===== config.mk =====
export PLATFORM = sky130hd
export DESIGN_NAME = program_loader
export DESIGN_NICKNAME = d
export VERILOG_FILES = /design/src/rtl/program_loader.sv
export SDC_FILE = /design/constraint.sdc
export NUM_CORES = 1
export LEC_CHECK = 0
export CAP_MARGIN = 40
export CORE_MARGIN = 2
export CORE_UTILIZATION = 61
export DETAILED_ROUTE_END_ITERATION = 8
export DONT_BUFFER_PORTS = 1
export GPL_TIMING_DRIVEN = 0
export PLACE_DENSITY = 0.88
export SYNTH_ARGS = -nofsm -noshare
export SYNTH_HDL_FRONTEND = slang
export SYNTH_SLANG_ARGS = --single-unit

===== constraint.sdc =====
create_clock -name clk -period 2 [get_ports clk]
set_input_delay 0.4 -clock clk [delete_from_list [all_inputs] [get_ports clk]]
set_output_delay 0.4 -clock clk [all_outputs]
set_load 0.01 [all_outputs]

===== src/rtl/program_loader.sv =====
// program_loader: receives a byte-stream program image (count, big-endian
// data words, XOR checksum) and writes it into instruction memory while
// holding the CPU core in reset.
module program_loader #(
  parameter int                ADDR_W    = 8,
  parameter logic [ADDR_W-1:0] BASE_ADDR = '0
) (
  input  logic              clk,
  input  logic              reset,
  input  logic              load_start,
  input  logic              in_valid,
  input  logic [7:0]        in_data,
  output logic              in_ready,
  output logic              mem_we,
  output logic [ADDR_W-1:0] mem_addr,
  output logic [31:0]       mem_wdata,
  output logic              cpu_hold,
  output logic              busy,
  output logic              done,
  output logic              chk_err
);

  typedef enum logic [2:0] {
    S_IDLE,
    S_COUNT,
    S_DATA,
    S_CHECK,
    S_FIN
  } state_t;

  state_t            state;
  state_t            state_nxt;
  logic [ADDR_W-1:0] word_cnt;
  logic [ADDR_W-1:0] word_idx;
  logic [ADDR_W-1:0] idx_inc;
  logic [1:0]        byte_pos;
  logic [23:0]       word_buf;
  logic [7:0]        acc;
  logic              xfer;
  logic              last_word;

  assign xfer    = in_valid && in_ready;
  assign idx_inc = word_idx + ADDR_W'(1);
  // A count of zero means a full address space: the index wraps to 0 on the last word.
  assign last_word = (idx_inc == word_cnt);

  // State register
  always_ff @(posedge clk) begin
    if (reset) state <= S_IDLE;
    else       state <= state_nxt;
  end

  // Next-state: advance only on accepted bytes; FIN always lasts one cycle
  always_comb begin
    state_nxt = state;
    unique case (state)
      S_IDLE:  if (load_start) state_nxt = S_COUNT;
      S_COUNT: if (xfer) state_nxt = S_DATA;
      S_DATA:  if (xfer && byte_pos == 2'd3 && last_word) state_nxt = S_CHECK;
      S_CHECK: if (xfer) state_nxt = S_FIN;
      S_FIN:   state_nxt = S_IDLE;
      default: state_nxt = S_IDLE;
    endcase
  end

  // State-decoded outputs
  always_comb begin
    in_ready = (state == S_COUNT) || (state == S_DATA) || (state == S_CHECK);
    busy     = (state != S_IDLE);
    cpu_hold = (state != S_IDLE);
    done     = (state == S_FIN);
  end

  // Datapath: word assembly, memory write port, checksum accumulator
  always_ff @(posedge clk) begin
    if (reset) begin
      word_cnt  <= '0;
      word_idx  <= '0;
      byte_pos  <= '0;
      word_buf  <= '0;
      acc       <= '0;
      mem_we    <= 1'b0;
      mem_addr  <= BASE_ADDR;
      mem_wdata <= '0;
      chk_err   <= 1'b0;
    end else begin
      mem_we <= 1'b0;
      unique case (state)
        S_IDLE: begin
          if (load_start) begin
            acc      <= '0;
            chk_err  <= 1'b0;
            word_idx <= '0;
            byte_pos <= '0;
          end
        end
        S_COUNT: begin
          if (xfer) word_cnt <= ADDR_W'(in_data);
        end
        S_DATA: begin
          if (xfer) begin
            acc      <= acc ^ in_data;
            byte_pos <= byte_pos + 2'd1;
            word_buf <= {word_buf[15:0], in_data};
            if (byte_pos == 2'd3) begin
              mem_we    <= 1'b1;
              mem_addr  <= BASE_ADDR + word_idx;
              mem_wdata <= {word_buf, in_data};
              word_idx  <= idx_inc;
            end
          end
        end
        S_CHECK: begin
          if (xfer) chk_err <= (in_data != acc);
        end
        default: ;
      endcase
    end
  end

endmodule


# Word level (Yosys, flattened, before mapping)
# Index checks and enable logic that the tools add are counted.
# classes
n_shift	0
n_addsub	2
div_mod_pow	0
bitwise	3
n_mul	0
n_eq_ne	13
n_reduce_logical	17
n_mux	18
order_cmp	0
# ops
cell	count
$mux W8	4
$pmux W8 S2	2
$mux W3	4
$pmux W3 S4	1
$ne A2 B2 Y1 const B	5
$reduce_and A3 Y1	3
$add A8 B1 Y8 const B	1
$eq A8 B8 Y1	1
$ne A8 B8 Y1	1
$reduce_and A4 Y1	2
$xor A8 B8 Y8	1
$eq A3 B2 Y1 const B	2
$mux W2	2
$pmux W2 S2	1
$reduce_and A2 Y1	2
$reduce_bool A2 Y1	2
$eq A3 B1 Y1 const B	1
$eq A3 B3 Y1 const B	1
$logic_and A1 B1 Y1	3
$logic_not A3 Y1	1
$mux W1	3
$reduce_bool A3 Y1	1
$reduce_or A3 Y1	1
$add A2 B1 Y2 const B	1
5 further kinds	7
# word_totals
ff_bits	95
word_cells	63
ramBits	0
output_inout_bits	46
rom_bits	0
mem_count	0
latchBits	0

# Longest topological paths before layout
# depth
word_depth	8
depth_mapped	8
depth_no_buf	7

# Least setup slack after synthesis
# No wires, ideal clock.
# synth_timing
path_kind	flip-flop to flip-flop
startpoint	register word_idx[0] (netlist name)
endpoint	register chk_err
path_buffers	0
t_required_ns	1.912
path_stages_with_launch	8
t_arrival_ns	1.519
path_slack_ns	0.393
synth_period_minus_slack_ns	1.607
path_cell_list	dfxtp_1 > ha_1 > nand3_1 > o31ai_2 > a21bo_1 > o21ai_1 > nand2_1 > o32ai_2
# synth_rtl
item	line	text
to (signal assigned)	114	if (xfer) chk_err <= (in_data != acc);
to (decl)	20	output logic chk_err

==> results.tsv <==
stage	metric	value	unit
critical_path	WP buf/inv	0	
floorplanning	core area	6280	µm²
sta	post-route clock period utilization	93.8	%
grt	Total Routing Usage GR	26.7	%
critical_path	CP startpoint kind	flop	
sta	worst-margin pin slew	0.639	ns
critical_path	crit-path cells	ha_2 > nand3_1 > o31ai_2 > a21bo_1 > o21ai_1 > nand2_1 > o32ai_2	
finish	n_diodes	0	
job	max cap viols	0	
cts	Hold-fix buffers, CTS	0	
grt	vias in the first global route	3188	
critical_path	Worst Path Arrival	2.15	ns
logic_synthesis	Ys Warns	0	
critical_path	crit end category	flop	
logic_synthesis	Syn Nets	499	
routing	First-pass DRT Iterations	4	
sta	RSZ-0062 raised after global routing	no	
floorplanning	Die ar.	7100	µm²
sta	Fin Setup TNS	0	ns
grt	GRT Residual Overflow	0	
power	maximum vdd ir drop	561	µV
sta	final-report setup violation count	0	
routing	final WL	8980	µm
placed_design	Detail Placement HPWL	6430	µm
sta	Rel. slew slack	57.4	%
finish	area grow syn2layout	7.74	%
floorplanning	initial core utilization	62.6	%
finish	Nets	510	
floorplanning	I/O pin count	58	
cts	Longest Clk Path Bufs	2	
outcome	outcome	finished clean	
logic_synthesis	Syn Inst Count	485	
logic_synthesis	Mapped Area	3930	µm²
power	PD cells	859	nW/µm²
grt	first-pass GRT wire length	15200	µm
critical_path	CP max stage delay	0.41	ns
critical_path	critical path class	reg2reg	
placed_design	IO Port Bufs	0	
logic_synthesis	Avg Inst Size Synth	8.10	µm²
cts	H-Tree Depth	3	
sta	final hold violation count	0	
routing	DRC Markers	0	
finish	# fillers	524	
logic_synthesis	synthesized flop and latch total	95	
sta	fin crit period	1.88	ns
routing	vias after detailed routing	3354	
power	leakage power	1.48	nW
cts	CTS sink cnt	95	
critical_path	Crit Path Max Fanout	5	
floorplanning	Die Wd	84.3	µm
critical_path	Worst Path Required	2.27	ns
critical_path	CP max stage cell	dfxtp_1	
sta	maximum clock rate	0.533	GHz
grt	largest net degree at the start of global routing	17	
routing	Wirelength per Cell	15.5	µm
floorplanning	cell row count	29	
logic_synthesis	Post-synth EDFFs	0	
logic_synthesis	Async SR Flop Fraction	0	%
sta	Final Max Tran Viols	0	
critical_path	cell family with most CP delay	compound AO/OA/AOI/OAI gates	
finish	fraction of layout cells with a size suffix above 1	9.18	%
routing	initial drt markers	249	
grt	initial antenna violation count	0	
cts	clk_lat worst skew	0.37	ns
sta	Setup Skew	0.00829	ns
routing	Vias/cell	5.80	
routing	ANT nets after route	0	
logic_synthesis	ys flop type	dfxtp_1	
logic_synthesis	post-synthesis sequential area ratio	48.4	%
finish	Finished Core Util	67.4	%
placed_design	routability-driven placement congestion ratio	0.953	
cts	clock buffer count from CTS	9	
cts	CTS tree	built	
min_path	Hold WC Path Type	in2reg	
logic_synthesis	distinct cell type count after synthesis	47	
cts	Clk pin slew, worst setup/hold paths	0.09	ns
cts	Root Buffer	clkbuf_8	
floorplanning	Die Span Y	84.3	µm
==> area by class of cell <==
cell class	instances	area (µm²)	share of cell area (%)
tap	77	96.3	2.28
clock buffer	11	141	3.34
buffer	34	184	4.35
multi-input combinational	351	1830	43.2
clock inverter	5	62.6	1.48
sequential	95	1900	45.0
inverter	5	18.8	0.443
==> worst paths after layout <==
| check | endpoint | slack, ns | start | depth (start not counted) |
|---|---|---|---|---|
| setup / recovery | chk_err$_SDFFE_PP0P_ | 0.12 | word_idx[1]$_SDFFE_PP0P_ | 7 |
| hold / removal | word_buf[2]$_SDFFE_PP0P_ | 0.16 | in_data[2] | 2 |
| setup reg to reg | chk_err$_SDFFE_PP0P_ | 0.12 | word_idx[1]$_SDFFE_PP0P_ | 7 |
| hold reg to reg | word_buf[22]$_SDFFE_PP0P_ | 0.46 | word_buf[22]$_SDFFE_PP0P_ | 2 |
==> cell usage after synthesis (all sizes together) (3+ instances only) <==
cell    number  area [µm²]
nand2b       4        32.5
nor2        32         144
nand3        8        45.0
and2         3        18.8
nand2      143         537
nand4        3        18.8
and3         4        30.0
dfxtp       95        1900
xor2        10        87.6
a21oi       73         365
xnor2        5        43.8
o21ai       18        90.1
nor3         4        31.3
nor4         3        18.8
buf         19         128
inv          5        18.8
nand3b       3        22.5
a22oi        4        30.0
nor2b        6        37.5
mux2i        9        90.1
clkbuf      15        56.3
==> worst register-to-register path, stage by stage, from the launching register on <==
cell and delay, ns:
dfxtp_1 0.41, ha_2 0.26, nand3_1 0.21, o31ai_2 0.28
a21bo_1 0.24, o21ai_1 0.17, nand2_1 0.10, o32ai_2 0.11
==> flip-flops by register name (all words and copies together), names as in the netlist <==
| register | count |
|---|---|
| acc | 8 |
| mem_addr | 8 |
| state | 3 |
| chk_err | 1 |
| word_idx | 8 |
| mem_we | 1 |
| word_cnt | 8 |
| word_buf | 24 |
| byte_pos | 2 |
| mem_wdata | 32 |
==> layout by cell type (no fill, tap or decap), types with 2 or more instances in the layout <==
| cell | n |
|---|---|
| and2_1 | 3 |
| nor2b_1 | 6 |
| buf_4 | 11 |
| clkbuf_8 | 10 |
| a21oi_1 | 73 |
| a22oi_1 | 4 |
| inv_1 | 5 |
| buf_2 | 6 |
| nand3b_1 | 3 |
| o21ai_0 | 5 |
| o21ai_1 | 13 |
| dfxtp_1 | 94 |
| nor2_1 | 30 |
| and3_1 | 3 |
| inv_6 | 2 |
| xor2_1 | 10 |
| nand2b_1 | 3 |
| clkinvlp_4 | 2 |
| a211oi_1 | 2 |
| a221oi_1 | 2 |
| nand3_1 | 7 |
| mux2i_1 | 9 |
| clkbuf_1 | 16 |
| xnor2_1 | 5 |
| nand4_1 | 3 |
| nor3_1 | 3 |
| nor4_1 | 3 |
| nand2_1 | 143 |
==> routing by layer <==
layer	track usage, %	up-vias	part of all wire (%)
met5	0	-	0
met3	7.37	14	9.0
met2	41.6	133	47
met1	35.5	1571	42
met4	10.4	0	1.9
li1	-	1636	-
==> power by group <==
| part | internal, mW | leakage [nW] | switching, mW | total, mW |
|---|---|---|---|---|
| registers | 1.92 | 0.766 | 0.0226 | 1.94 |
| logic | 0.140 | 0.613 | 0.257 | 0.397 |
| clock network | 0.621 | 0.0966 | 0.673 | 1.29 |
==> repair_timing <==
item,4_1_cts,5_1_grt
resized for setup,0,2
setup endpoints to repair,0,2
setup buffers,0,0
==> metrics by stage <==
stage                     setup WS (ns)  power (mW)  area [µm²]  std cells  hold WS [ns]
final                             0.123        3.64        4230        578         0.157
after global routing             0.0466        3.76        4230        578         0.159
after CTS                        0.0455        3.64        4230        578         0.149
after detailed placement         0.0765        2.38        4030        562         0.449
after global placement            0.159        2.36        4030        562         0.439
after floorplan                   0.393        2.30        3930        485         0.432
==> kinds of logic (layout without fill, tap and decap cells) <==
| family | after synthesis | after routing | share of synthesized area (%) |
|---|---|---|---|
| xor+xnor | 15 | 15 | 3.34 |
| fa+ha+maj | 2 | 2 | 0.637 |
| flops | 95 | 95 | 48.4 |
| mux | 9 | 9 | 2.29 |
| compound gates | 109 | 109 | 15.8 |
| simple gates | 216 | 216 | 24.4 |
| buf+inv | 39 | 55 | 5.16 |
Power figures use the tool's default switching activity.
